## src/rtl/serial_rx.sv

```systemverilog
// ---------------------------------------------------------------------------
// serial_rx
//
// Receives asynchronous serial frames: one start bit (0), WIDTH data bits
// sent LSB first, then one stop bit (1). The rx line is first brought into
// the clk domain through a two-flop synchronizer. Each bit is then sampled
// at its centre using a bit-period counter.
//
// Parameters
//   WIDTH         data bits per frame (>= 2)
//   CLKS_PER_BIT  clk cycles per serial bit (even, >= 4)
//
// Ports
//   clk          in   rising-edge clock
//   rst          in   asynchronous, active-high reset
//   en           in   global enable; when low, FSM, counters and shifter hold
//   rx           in   serial line, idle-high, asynchronous to clk
//   data         out  last correctly framed word
//   valid        out  one-cycle pulse when data is updated
//   frame_err    out  stop bit of the last frame was sampled low
//   busy         out  high in every state except IDLE
//   dbg_state_o  out  current FSM state, for observation only
//
// Handshake: valid is a single-cycle strobe with no ready. data is stable
// from the valid cycle until the next good frame, so a consumer may sample
// data on the valid cycle or at any later time.
// ---------------------------------------------------------------------------
module serial_rx #(
    parameter int WIDTH        = 8,
    parameter int CLKS_PER_BIT = 16
) (
    input  logic             clk,
    input  logic             rst,
    input  logic             en,
    input  logic             rx,
    output logic [WIDTH-1:0] data,
    output logic             valid,
    output logic             frame_err,
    output logic             busy,
    output logic [2:0]       dbg_state_o
);

    localparam int CNT_W = $clog2(CLKS_PER_BIT);
    localparam int IDX_W = (WIDTH > 1) ? $clog2(WIDTH) : 1;

    localparam logic [CNT_W-1:0] CNT_HALF = CNT_W'(CLKS_PER_BIT / 2 - 1);
    localparam logic [CNT_W-1:0] CNT_LAST = CNT_W'(CLKS_PER_BIT - 1);
    localparam logic [IDX_W-1:0] IDX_LAST = IDX_W'(WIDTH - 1);

    typedef enum logic [2:0] {
        S_IDLE      = 3'd0,
        S_START     = 3'd1,
        S_DATA      = 3'd2,
        S_STOP      = 3'd3,
        S_WAIT_IDLE = 3'd4
    } state_t;

    state_t           state_q, state_d;
    logic [CNT_W-1:0] cnt_q, cnt_d;
    logic [IDX_W-1:0] idx_q, idx_d;
    logic [WIDTH-1:0] sh_q, sh_d;
    logic [WIDTH-1:0] data_q, data_d;
    logic             valid_q, valid_d;
    logic             ferr_q, ferr_d;

    // Synchronizer runs regardless of en. It resets to 1 so that a reset
    // release never looks like a falling edge on the line.
    logic rx_meta_q, rx_s_q;

    always_ff @(posedge clk or posedge rst) begin
        if (rst) begin
            rx_meta_q <= 1'b1;
            rx_s_q    <= 1'b1;
        end else begin
            rx_meta_q <= rx;
            rx_s_q    <= rx_meta_q;
        end
    end

    always_ff @(posedge clk or posedge rst) begin
        if (rst) begin
            state_q <= S_IDLE;
            cnt_q   <= '0;
            idx_q   <= '0;
            sh_q    <= '0;
            data_q  <= '0;
            valid_q <= 1'b0;
            ferr_q  <= 1'b0;
        end else begin
            state_q <= state_d;
            cnt_q   <= cnt_d;
            idx_q   <= idx_d;
            sh_q    <= sh_d;
            data_q  <= data_d;
            valid_q <= valid_d;
            ferr_q  <= ferr_d;
        end
    end

    always_comb begin
        state_d = state_q;
        cnt_d   = cnt_q;
        idx_d   = idx_q;
        sh_d    = sh_q;
        data_d  = data_q;
        // valid is a strobe: it drops on the next edge even while en is low.
        valid_d = 1'b0;
        ferr_d  = ferr_q;

        if (en) begin
            case (state_q)
                S_IDLE: begin
                    if (!rx_s_q) begin
                        state_d = S_START;
                        cnt_d   = '0;
                    end
                end

                S_START: begin
                    // Re-check the line half a bit in: a low that has already
                    // gone away was a glitch, not a start bit.
                    if (cnt_q == CNT_HALF) begin
                        cnt_d = '0;
                        if (!rx_s_q) begin
                            state_d = S_DATA;
                            idx_d   = '0;
                        end else begin
                            state_d = S_IDLE;
                        end
                    end else begin
                        cnt_d = cnt_q + CNT_W'(1);
                    end
                end

                S_DATA: begin
                    if (cnt_q == CNT_LAST) begin
                        // LSB arrives first, so shifting in at the MSB leaves
                        // bit 0 of the word in sh[0] after WIDTH samples.
                        sh_d  = {rx_s_q, sh_q[WIDTH-1:1]};
                        cnt_d = '0;
                        idx_d = idx_q + IDX_W'(1);
                        if (idx_q == IDX_LAST) begin
                            state_d = S_STOP;
                        end
                    end else begin
                        cnt_d = cnt_q + CNT_W'(1);
                    end
                end

                S_STOP: begin
                    if (cnt_q == CNT_LAST) begin
                        cnt_d = '0;
                        if (rx_s_q) begin
                            data_d  = sh_q;
                            valid_d = 1'b1;
                            ferr_d  = 1'b0;
                            state_d = S_IDLE;
                        end else begin
                            // Low stop bit: the line may be in a break, so
                            // wait for it to go high before hunting again.
                            ferr_d  = 1'b1;
                            state_d = S_WAIT_IDLE;
                        end
                    end else begin
                        cnt_d = cnt_q + CNT_W'(1);
                    end
                end

                S_WAIT_IDLE: begin
                    if (rx_s_q) begin
                        state_d = S_IDLE;
                    end
                end

                default: begin
                    state_d = S_IDLE;
                end
            endcase
        end
    end

    assign data        = data_q;
    assign valid       = valid_q;
    assign frame_err   = ferr_q;
    assign busy        = (state_q != S_IDLE);
    assign dbg_state_o = state_q;

endmodule
```

## config.mk

```make
export PLATFORM = sky130hd
export DESIGN_NAME = serial_rx
export DESIGN_NICKNAME = d
export VERILOG_FILES = /design/src/rtl/serial_rx.sv
export SDC_FILE = /design/constraint.sdc
export NUM_CORES = 1
export LEC_CHECK = 0
export ABC_AREA = 1
export CORE_MARGIN = 3
export CORE_UTILIZATION = 61
export DETAILED_ROUTE_END_ITERATION = 7
export DONT_BUFFER_PORTS = 1
export PLACE_DENSITY_LB_ADDON = 0.1
export SYNTH_ARGS = -nofsm -noshare
export SYNTH_HDL_FRONTEND = slang
export SYNTH_SLANG_ARGS = --single-unit
```

## constraint.sdc

```tcl
create_clock -name clk -period 1.7 [get_ports clk]
set_clock_uncertainty 0.05 [all_clocks]
set_input_delay 0.34 -clock clk [delete_from_list [all_inputs] [get_ports clk]]
set_output_delay 0.34 -clock clk [all_outputs]
set_load 0.005 [all_outputs]
```

==> impl_metrics.tcl, run 1 <==
set metrics [dict create \
    powerDensity_nw_per_um2 1170 \
    clock_sinks 30 \
    cts.clk_slew.worst_paths_ps 90 \
    drv_slew 0 \
    synth_top_family_by_area "simple AND/OR/NAND/NOR gates" \
    period_share_pct 94.1 \
    critPathKind "flop to flop" \
    detailed_place_hpwl_um 1900 \
    dieArea_um2 2940 \
    fmax_ghz 0.625 \
    insertion_delay_ps 310 \
    final_common_cell "nand2_1" \
    peakVddDrop_uv 854 \
    grt_start_max_net_pins 22 \
    synth_largest_area_cell "dfrtp_1" \
    setup_violations 0 \
    status "completed" \
    die_h_um 54.3 \
    leakage_nw 0.788 \
    grt_pass1_vias 1034 \
    rows 16 \
    crit_chain "ha_2 > nand2_1 > nor2_1 > nor2_1 > nor2_2 > nand3_1 > nand2_1 > nand2_1" \
    crit_arrival_ps 1750 \
    synth-adder-area-share_pct 2.64 \
    hold_class "primary input to flop" \
    synth_compound_area_share_pct 9.96 \
    endpoint "dbg_state_o[2]" \
    end_kind "flop" \
    vias_per_cell 5.42 \
    required_ps 1850 \
    firstDrtPassIters 4 \
    drive_above_1_share_pct 16.8 \
    crit_buf_inv 0 \
    numCtsBuffers 5 \
    hold_violations 0 \
    timing.rr.start "cnt_q[1]" \
    synthMuxAreaShare_pct 0 \
    r2r_cells 8 \
    critPathTopFamily "simple AND/OR/NAND/NOR gates" \
    cts_buffer_depth 2 \
    power_mw 1.83 \
    nets 185 \
    critPathLaunch "cnt_q[1]" \
    post_drt_wl_per_cell_um 12.8 \
    synth_area_um2 1420 \
    pin_count 18 \
    cp_common_cell "nand2_1" \
    critical_path.max_stage_delay_ps 400 \
    port_buffers 0 \
    r2r_slack_ps 100 \
    grt-ovfl-total 0 \
    grtUsageTotal_pct 21.1 \
    yosys_warnings 0 \
    core_region_area_um2 2080 \
    start_kind "flop" \
    cp.depth 8 \
    synth_xor_area_share_pct 0 \
    slew_headroom_pct 72.3 \
    area_growth_syn_to_layout_pct 9.52 \
    min_period_ps 1600 \
    postSynthCellCount 169 \
    initial_core_util_pct 68.2 \
    synth-simple-area-share_pct 27.6 \
    wirelength_um 2650 \
    r2r_end "dbg_state_o[2]" \
    layout_setup_ws_ps 101 \
    whs_ps 130 \
    ant_nets 0 \
    cts.htree.levels 2 \
    syn_area_per_cell_um2 8.40 \
    syn-num-nets 176 \
    mostFrequentLayoutCells "50 x nand2_1, 28 x dfrtp_1, 18 x inv_1, 16 x nor2_1, 14 x o21ai_0" \
    cp_max_fo 5 \
    post-place-ws_ps 64.4 \
    synth-seq-area-share_pct 53.0 \
    drtIter0Drc 44 \
    synth_top_area_share_pct 49.3 \
    worst_pin_slew_ps 416 \
    drv_cap 0 \
    vias 1117 \
    ys_types 19 \
    n_antenna_cell 0 \
    yosys-top-cells-area "dfrtp_1 49%, nand2_1 13%, o21ai_0 4.9%" \
    synth_seq_cells 30 \
    grt_pass1_wl_um 4420 \
    drc_errors 0 \
    cts-root-buf "clkbuf_4" \
    antenna_found_initial 0 \
    place_congestion 0.834 \
    cp_slowest_cell "dfrtp_1" \
    cts_tree "done" \
    die-width_um 54.3 \
]
## cell families after synthesis
family	after synthesis
simple gates	90
buf+inv	23
flops	30
fa+ha+maj	3
compound gates	23
## sequential cells by signal, summed over array words and instances, names as in the netlist
register     cells
rx_s_q           1
sh_q             8
dbg_state_o      3
cnt_q            4
data             8
rx_meta_q        1
idx_q            3
frame_err        1
valid            1
## layer usage
metal,global-route usage [%],wire length [µm]
met5,0,0
met4,7.47,29
met3,6.81,182
met2,33.9,1260
met1,26.6,1180
## worst min-delay path by stage
stage | from | end | slack, ps | cells past startpoint
after CTS | en | idx_q[0] | 130 | 2
final | en | idx_q[0] | 130 | 2
after global placement | rst | data[7] | 190 | 1
after floorplan | rx | rx_meta_q | 290 | 0
after global routing | en | idx_q[0] | 120 | 2
after detailed placement | rst | data[6] | 190 | 1
## where the power goes
| part | total, mW | switching [mW] | internal [mW] |
|---|---|---|---|
| registers | 0.904 | 0.113 | 0.791 |
| logic | 0.493 | 0.301 | 0.192 |
| clock network | 0.430 | 0.229 | 0.200 |
## synthesized netlist by cell type
cell / instances
a21oi_1: 2
buf_2: 2
buf_6: 1
dfrtp_1: 28
dfstp_2: 2
ha_1: 3
inv_1: 18
inv_2: 2
nand2_1: 50
nand2_2: 2
nand3_1: 12
nand3_2: 1
nand3b_1: 2
nand4_1: 2
nor2_1: 17
nor2_2: 3
nor2_4: 1
o21ai_0: 14
o21ai_2: 7
## repair_timing
item	4_1_cts	5_1_grt
hold buffers	2	0
endpoints found under the hold margin	10	0
buffers inserted	0	2
gates resized for setup	0	4
setup endpoints to repair	0	18
## through the flow
stage	utilization, %	instance area, µm²	TNS (ps)	instances
4_1_cts	73.6	1530	0	204
3_3_place_gp	69.8	1450	0	194
6_report	74.7	1560	0	206
5_1_grt	74.7	1560	-28.2	206
2_1_floorplan	-	1420	0	169
3_5_place_dp	69.8	1450	0	194
## layout make-up
cell class,instances,area [µm²]
clock inverters,1,5.00
inverters,20,77.6
multi-input cells,116,576
well taps,27,33.8
fillers,147,527
repair buffers,5,55.1
clock buffers,7,55.1
flip-flops and latches,30,753
Power figures use the tool's default switching activity.
==> run 2, diff against run 1 <==
--- a/config.mk
+++ b/config.mk
@@ -5,9 +5,8 @@
 export SDC_FILE = /design/constraint.sdc
 export NUM_CORES = 1
 export LEC_CHECK = 0
-export ABC_AREA = 1
 export CORE_MARGIN = 3
-export CORE_UTILIZATION = 61
+export CORE_UTILIZATION = 60
 export DETAILED_ROUTE_END_ITERATION = 7
 export DONT_BUFFER_PORTS = 1
 export PLACE_DENSITY_LB_ADDON = 0.1
==> impl_metrics.tcl, run 2 <==
set metrics [dict create \
    nets 132 \
    synth.most_common_cell "dfrtp_1" \
    post-place-ws_ps -4.41 \
    synth_compound_area_share_pct 7.60 \
    mostFrequentLayoutCells "27 x dfrtp_1, 16 x mux2_2, 9 x nand2_1, 8 x buf_4, 7 x inv_1" \
    synth_commonest_cells "28 x dfrtp_1, 16 x mux2_2, 9 x nand2_1, 7 x inv_1, 5 x nor2_1" \
    die-width_um 53.4 \
    core_region_area_um2 2040 \
    grtUsageTotal_pct 21.3 \
    firstDrtPassIters 4 \
    ant_nets 0 \
    end_kind "flop" \
    grt_start_max_net_pins 31 \
    timing.rr.start "cnt_q[0]" \
    cts_buffer_depth 2 \
    final_common_cell "dfrtp_1" \
    vias 884 \
    synth_xor_area_share_pct 0.649 \
    start_kind "flop" \
    layout_setup_ws_ps 36.6 \
    pin_count 18 \
    cts.clk_slew.worst_paths_ps 80 \
    area_growth_syn_to_layout_pct 16.6 \
    port_buffers 0 \
    worst_pin_slew_ps 366 \
    powerDensity_nw_per_um2 1290 \
    cp_max_fo 8 \
    min_period_ps 1660 \
    grt-ovfl-total 0 \
    multi_input_area_um2 574 \
    clock_sinks 30 \
    antenna_found_initial 0 \
    cts-root-buf "clkbuf_4" \
    n_antenna_cell 0 \
    synth_top_family_by_area "multiplexers" \
    required_ps 1850 \
    power_mw 2.03 \
    rows 16 \
    die_h_um 53.4 \
    synth-seq-area-share_pct 55.8 \
    initial_core_util_pct 66.1 \
    cts.htree.levels 2 \
    critPathKind "flop to flop" \
    drtIter0Drc 13 \
    synth-edff-count 0 \
    postSynthCellCount 111 \
    place_congestion 0.820 \
    hold_violations 0 \
    leakage_nw 0.749 \
    synth_largest_area_cell "dfrtp_1" \
    synth_area_um2 1350 \
    yosys_warnings 0 \
    grt_pass1_wl_um 4020 \
    fmax_ghz 0.601 \
    syn_area_per_cell_um2 12.2 \
    cts_setup_buffers 0 \
    status "completed" \
    crit_arrival_ps 1820 \
    drive_above_1_share_pct 34.9 \
    synth_top_area_share_pct 51.9 \
    worstHoldEndpoint "idx_q[0]" \
    drc_errors 0 \
    dieArea_um2 2860 \
    r2r_end "sh_q[6]" \
    seqCellArea_um2 754 \
    tns_ps 0 \
    drv_cap 0 \
    min_path_cells 2 \
    ys_types 33 \
    yosys-top-cells-area "dfrtp_1 52%, mux2_2 13%, dfstp_2 3.9%" \
    grt_pass1_vias 878 \
    post_drt_wl_per_cell_um 16.0 \
    synth-adder-area-share_pct 2.78 \
    r2r_slack_ps 40 \
    drv_slew 0 \
    async_flop_share_pct 100 \
    detailed_place_hpwl_um 1740 \
    slew_headroom_pct 75.6 \
    synth-simple-area-share_pct 13.9 \
    worstHoldStart "en" \
    syn-num-nets 118 \
    hold_class "primary input to flop" \
    r2r_cells 5 \
    insertion_delay_ps 320 \
    peakVddDrop_uv 1180 \
    synth-main-ff-cell "dfrtp_1" \
    fill_cells 131 \
    synth_seq_cells 30 \
    vias_per_cell 5.78 \
    wirelength_um 2450 \
    setup_violations 0 \
    cts_tree "done" \
    synthMuxAreaShare_pct 15.6 \
    period_share_pct 97.8 \
    numCtsBuffers 5 \
]
run 2: cell count changes in the layout (fill, tap and decap cells not counted), moves of 7 or more:
cell     previous run  this run
o21ai_0            14         3
inv_1              18         7
nand3_1            12         3
nor2_1             16         5
nand2_1            50         9
mux2_2              0        16
o21ai_2             7         0
run 2: how the worst max path moves through the flow:
stage | from | to | slack, ps
CTS | dbg_state_o[1] | sh_q[6] | 10
global route | cnt_q[0] | sh_q[6] | -10
finish | cnt_q[0] | sh_q[6] | 40
global placement | cnt_q[0] | data[5] | 40
floorplan | dbg_state_o[2] | sh_q[0] | 10
detailed placement | cnt_q[0] | data[5] | -4
run 2: stage by stage:
stage | area (µm²) | hold slack (ps) | util, % | std cells
after floorplan | 1350 | 294 | - | 111
after global placement | 1440 | 267 | 70.5 | 143
after CTS | 1550 | 126 | 76.0 | 153
after detailed placement | 1440 | 276 | 70.5 | 143
final | 1570 | 144 | 77.1 | 153
after global routing | 1570 | 128 | 77.1 | 153
run 2: repair_timing:
item                                    CTS  global route
hold buffers                              2             0
gates resized for setup                   1             5
endpoints found under the setup margin    4            22
endpoints found under the hold margin    29             0
run 2: per-layer routing:
layer	routed length [µm]	up-vias	track usage [%]
li1	-	423	-
met1	1080	428	26.2
met2	1160	28	32.0
met3	163	5	9.30
met4	48	0	9.36
met5	0	-	0
run 2: power breakdown:
part	leakage [nW]	switching (mW)	internal [mW]
registers	0.388	0.108	0.820
clock network	0.0455	0.230	0.351
logic	0.315	0.282	0.240
total	0.749	0.620	1.41
run 2: cell type report:
type                            instances  area share (%)
Sequential cell                        30            47.9
Timing Repair Buffer                   11            6.36
Inverter                                7            1.67
Clock inverter                          1            1.91
Multi-Input combinational cell         70            36.5
Tap cell                               27            2.15
Clock buffer                            7            3.50
run 2: worst max-delay path: stages, from the launching register on:
cell and delay, ps:
dfrtp_1 390, ha_1 220, nand3_2 150, nor3b_4 250, buf_12 150, mux2_2 330
run 2: logic make-up after synthesis:
kind of cell,count (synthesis)
compound gates,15
xor+xnor,1
fa+ha+maj,3
buf+inv,11
flops,30
mux,19
simple gates,32
==> run 3, diff against run 2 <==
--- a/config.mk
+++ b/config.mk
@@ -6,9 +6,8 @@
 export NUM_CORES = 1
 export LEC_CHECK = 0
 export CORE_MARGIN = 3
-export CORE_UTILIZATION = 60
+export CORE_UTILIZATION = 53
 export DETAILED_ROUTE_END_ITERATION = 7
-export DONT_BUFFER_PORTS = 1
 export PLACE_DENSITY_LB_ADDON = 0.1
 export SYNTH_ARGS = -nofsm -noshare
 export SYNTH_HDL_FRONTEND = slang
==> impl_metrics.tcl, run 3 (synthesis gave the netlist of run 2 again) <==
set metrics [dict create \
    cp_slowest_cell "dfrtp_1" \
    die-width_um 56.5 \
    initial_core_util_pct 58.2 \
    die_h_um 56.5 \
    antenna_found_initial 0 \
    grt-ovfl-total 0 \
    period_share_pct 102 \
    ant_nets 0 \
    vias_per_cell 5.58 \
    post-place-ws_ps -240 \
    crit_chain "buf_6 > and2b_2 > and2_4 > nor3b_4 > buf_12 > mux2_4" \
    r2r_cells 6 \
    setup_violations 8 \
    n_antenna_cell 0 \
    drtIter0Drc 13 \
    worstHoldEndpoint "rx_s_q" \
    place_congestion 0.789 \
    grt_start_max_net_pins 31 \
    dieArea_um2 3190 \
    rsz0062_at_grt "yes" \
    violations "setup timing" \
    critPathLaunch "dbg_state_o[2]" \
    cts-root-buf "clkbuf_4" \
    tns_ps -201 \
    start_kind "flop" \
    mostFrequentLayoutCells "27 x dfrtp_1, 17 x buf_4, 16 x mux2_4, 14 x clkdlybuf4s50_1, 9 x nand2_1" \
    wirelength_um 2960 \
    drc_errors 0 \
    drive_above_1_share_pct 38.2 \
    power_mw 2.11 \
    rows 17 \
    grt_pass1_vias 1020 \
    r2r_slack_ps -30 \
    slew_headroom_pct 75.4 \
    final_common_cell "dfrtp_1" \
    timing.rr.start "dbg_state_o[2]" \
    status "finished with violations" \
    post_drt_wl_per_cell_um 16.5 \
    crit_arrival_ps 1910 \
    worstHoldStart "rx_meta_q" \
    cts_tree "done" \
    required_ps 1880 \
    leakage_nw 0.906 \
    cts_buffer_depth 2 \
    critPathKind "flop to flop" \
    dp.cells 169 \
    area_growth_syn_to_layout_pct 38.6 \
    clock_sinks 30 \
    nets 158 \
    peakVddDrop_uv 1110 \
    cp_max_fo 8 \
    hold_violations 0 \
    numCtsBuffers 5 \
    cts.htree.levels 2 \
    r2r_end "sh_q[6]" \
    detailed_place_hpwl_um 1900 \
    pin_count 18 \
    critical_path.max_stage_delay_ps 410 \
    core_region_area_um2 2320 \
    drv_cap 0 \
    whs_ps 297 \
    min_path_cells 0 \
    grt_pass1_wl_um 4840 \
    insertion_delay_ps 330 \
    end_kind "flop" \
    hold_class "flop to flop" \
    fmax_ghz 0.577 \
    drv_slew 0 \
    worst_pin_slew_ps 369 \
    layout_setup_ws_ps -33.1 \
    min_period_ps 1730 \
    final_cells 180 \
    vias 1005 \
    firstDrtPassIters 4 \
    powerDensity_nw_per_um2 1130 \
    grtUsageTotal_pct 20.1 \
    cts.clk_slew.worst_paths_ps 100 \
    port_buffers 17 \
]
## run 3: changes by cell type in the layout (fill, tap and decap cells not counted), moves of 2 or more
| cell | before | now |
|---|---|---|
| buf_4 | 8 | 17 |
| buf_6 | 0 | 2 |
| clkdlybuf4s50_1 | 0 | 14 |
| dlygate4sd3_1 | 2 | 0 |
| mux2_2 | 16 | 0 |
| mux2_4 | 0 | 16 |
## run 3: what timing repair did
item,CTS,global route
gates resized for setup,14,18
setup endpoints to repair,10,23
hold buffers,0,0
setup buffers,2,2
pin swaps,0,3
## run 3: worst max-delay path: cells and delay by family (launching register included)
| kind | cells | cell delay (ps) |
|---|---|---|
| buf+inv | 2 | 290 |
| mux | 1 | 300 |
| simple gates | 3 | 560 |
| flops | 1 | 410 |
## run 3: power by group
| part | total (mW) | internal, mW | leakage [nW] | switching, mW |
|---|---|---|---|---|
| clock network | 0.454 | 0.199 | 0.0343 | 0.256 |
| logic | 0.737 | 0.391 | 0.484 | 0.345 |
| registers | 0.924 | 0.820 | 0.388 | 0.104 |
| total | 2.11 | 1.41 | 0.906 | 0.705 |
## run 3: worst max-delay path by stage
stage                   end  cells after the start
floorplan           sh_q[0]                      4
global placement    data[4]                      5
detailed placement  data[4]                      5
CTS                 sh_q[5]                      6
global route        sh_q[6]                      6
finish              sh_q[6]                      6
## run 3: layer usage
layer / routed length [µm] / global-route usage, %
met1: 1330 / 26.1
met5: 0 / 0
met4: 41 / 8.14
met2: 1430 / 30.2
met3: 164 / 7.59
## run 3: layout make-up
| cell class | count | area [µm²] |
|---|---|---|
| clock buffer | 6 | 51.3 |
| inverter | 7 | 26.3 |
| tap | 28 | 35.0 |
| multi-input combinational | 70 | 654 |
| sequential | 30 | 754 |
| fill | 145 | 448 |
| timing repair buffer | 37 | 337 |
| clock inverter | 2 | 12.5 |
## run 3: metrics by stage
step	instance area (µm²)	utilization [%]
floorplan	1350	-
global placement	1670	72.1
detailed placement	1670	72.1
CTS	1790	77.3
global route	1870	80.7
finish	1870	80.7
==> RTL edit, RTL diff (flow settings as in run 2) <==
Take the reset off `sh_q` and `data_q` and load them in a clocked block of their own.
--- a/src/rtl/serial_rx.sv
+++ b/src/rtl/serial_rx.sv
@@ -82,19 +82,20 @@
             state_q <= S_IDLE;
             cnt_q   <= '0;
             idx_q   <= '0;
-            sh_q    <= '0;
-            data_q  <= '0;
             valid_q <= 1'b0;
             ferr_q  <= 1'b0;
         end else begin
             state_q <= state_d;
             cnt_q   <= cnt_d;
             idx_q   <= idx_d;
-            sh_q    <= sh_d;
-            data_q  <= data_d;
             valid_q <= valid_d;
             ferr_q  <= ferr_d;
         end
+    end
+
+    always_ff @(posedge clk) begin
+        sh_q   <= sh_d;
+        data_q <= data_d;
     end
 
     always_comb begin
Check against the original RTL: same outputs for any inputs over 10 cycles, from zero or initial values and one cycle with rst high; that may be too few to reach the edited logic, so the function may still have changed.
==> RTL edit against run 2 <==
- worst setup slack worse by 0.0087 ns
- sequential cell count unchanged
- critical endpoint is now idx_q[0]
- total power up 7.7%
- critical path depth down 2
- largest cell class unchanged
- wire length down 2.1%
- non-clock buffer count up 2
- area after synthesis down 8.8%
- cell area down 8.3%
==> RTL edit: results (changes against run 2) <==
Setup path:
- The cell with the biggest individual delay on the critical path is or4b_4 (was dfrtp_1).
- The end of the worst register-to-register path is idx_q[0] (was sh_q[6]).
- The launch instance of the worst register-to-register path is cnt_q[3] (was cnt_q[0]).
- The number of cells on the worst reg-to-reg path is 3 (was 5).
- The maximum single-stage delay on the critical path came to 0.54 ns (was 0.39 ns).

Global routing:
- The via count of the first global-routing pass is 803 (was 878).
- The wire length of the first global-routing pass is 4029 um (was 4022 um).
- The largest net degree at the start of global routing is 15 (was 31).
- The total routing resource utilization after global routing is 0.2304 (was 0.2131).

Synth:
- The multiplexer share of the synthesized area is 0.03049 (was 0.1557).
- The net count after synthesis is 92 (was 118).
- The cell count after synthesis was 85 (was 111).
- The sequential cell area fraction in the yosys report is 0.6768 (was 0.5579).
- The count of cell types in the netlist is 35 (was 33).
- The fraction of synthesis flops using an asynchronous set or reset pin came to 0.4667 (was 1.000).
- Synth area leaders: edfxtp_1 (39%), dfrtp_1 (24%), dfstp_2 (4.3%), ha_1 (3.0%), nor2b_1 (2.5%) (was dfrtp_1 (52%), mux2_2 (13%), dfstp_2 (3.9%), ha_1 (2.8%), nand2_1 (2.5%)).
- Synth top cells by count: edfxtp_1 (16), dfrtp_1 (12), nor2_1 (7), nor2b_1 (5) (was dfrtp_1 (28), mux2_2 (16), nand2_1 (9), inv_1 (7), nor2_1 (5)).
- The number of enable-type register cells in the synthesized netlist was 16 (was 0).

Place:
- The worst slack after detailed placement is 0.04795 ns (was -0.004407 ns).
- The post-DP HPWL is 1613 um (was 1739 um).
- The last weighted congestion value of the routability-driven placer was 0.8109 (was 0.8198).

Detailed routing:
- The via density per instance is 5.915 (was 5.778).

Hold path:
- The instance count along the most critical hold path came to 3 (was 2).

STA:
- The max-slew headroom at the worst pin came to 0.6392 (was 0.7560).

Outcome:
- Result of the run: completed (unchanged).

Layout:
- The number of filler cells placed in the layout is 119 (was 131).

Power:
- The leakage power summed over all cells came to 0.0005767 uW (was 0.0007489 uW).
-- RTL edit: changes by cell type after synthesis, sizes merged, moves of 4 or more --
cell and delta:
nand2 -7, nor2b +4, edfxtp +16, inv -4
nand3 -4, mux2 -13, dfrtp -16
-- RTL edit: worst max path at each step --
| stage | from | endpoint | slack (ns) | depth (start not counted) |
|---|---|---|---|---|
| finish | cnt_q[3] | idx_q[0] | 0.03 | 3 |
| global route | cnt_q[3] | idx_q[0] | -0.01 | 3 |
| CTS | dbg_state_o[2] | busy | 0.00009 | 2 |
| detailed placement | cnt_q[3] | idx_q[0] | 0.05 | 3 |
| global placement | cnt_q[3] | idx_q[0] | 0.12 | 3 |
| floorplan | dbg_state_o[1] | idx_q[0] | -0.01 | 4 |
-- RTL edit: area by class of cell --
type                    instances  area [um^2]  area share
multi-input cells              50        380.4      0.2637
inverters                       3        11.26    0.007806
well taps                      25        31.28     0.02168
repair buffers                 13        110.1     0.07632
clock inverters                 2        33.78     0.02342
clock buffers                   6        41.29     0.02862
flip-flops and latches         30        834.6      0.5785
-- RTL edit: report_power, final --
part	switching, uW	total, uW	internal (uW)	leakage [uW]
combinational	309	644	335	0.000229
clock	236	542	306	0.0000399
sequential	109	1000	893	0.000308
total	654	2190	1530	0.000577
-- RTL edit: metrics by stage --
step                      hold slack (ns)  total power (uW)
after floorplan                    0.1778              1430
after global placement             0.2443              1555
after detailed placement           0.2469              1597
after CTS                          0.1507              2147
after global routing               0.1792              2337
final                              0.1557              2188
-- RTL edit: logic make-up after synthesis --
kind of cell               Yosys count
AOI/OAI and AO/OA                   16
muxes                                3
buffers and inverters                5
and+or+nand+nor                     27
adders and majority gates            3
xor gates and xnor gates             1
DFF                                 30
-- RTL edit: what timing repair did --
action | in CTS | in global routing
setup buffers | 0 | 2
setup endpoints to repair | 0 | 6
hold endpoints to repair | 13 | 0
hold buffers | 2 | 0
gates resized for setup | 0 | 5
-- RTL edit: metal layers --
layer / track usage / wire, um
met2: 0.3112 / 1115
met4: 0.1310 / 59
met5: 0 / 0
met1: 0.3075 / 1069
met3: 0.1020 / 153
-- RTL edit: worst max-delay path: cells and delay by family (launching register included) --
family | cells | cell delay, ns
flip-flops | 1 | 0.39
AND/OR/NAND/NOR | 1 | 0.54
AO/OA/AOI/OAI | 1 | 0.31
multiplexers | 1 | 0.27
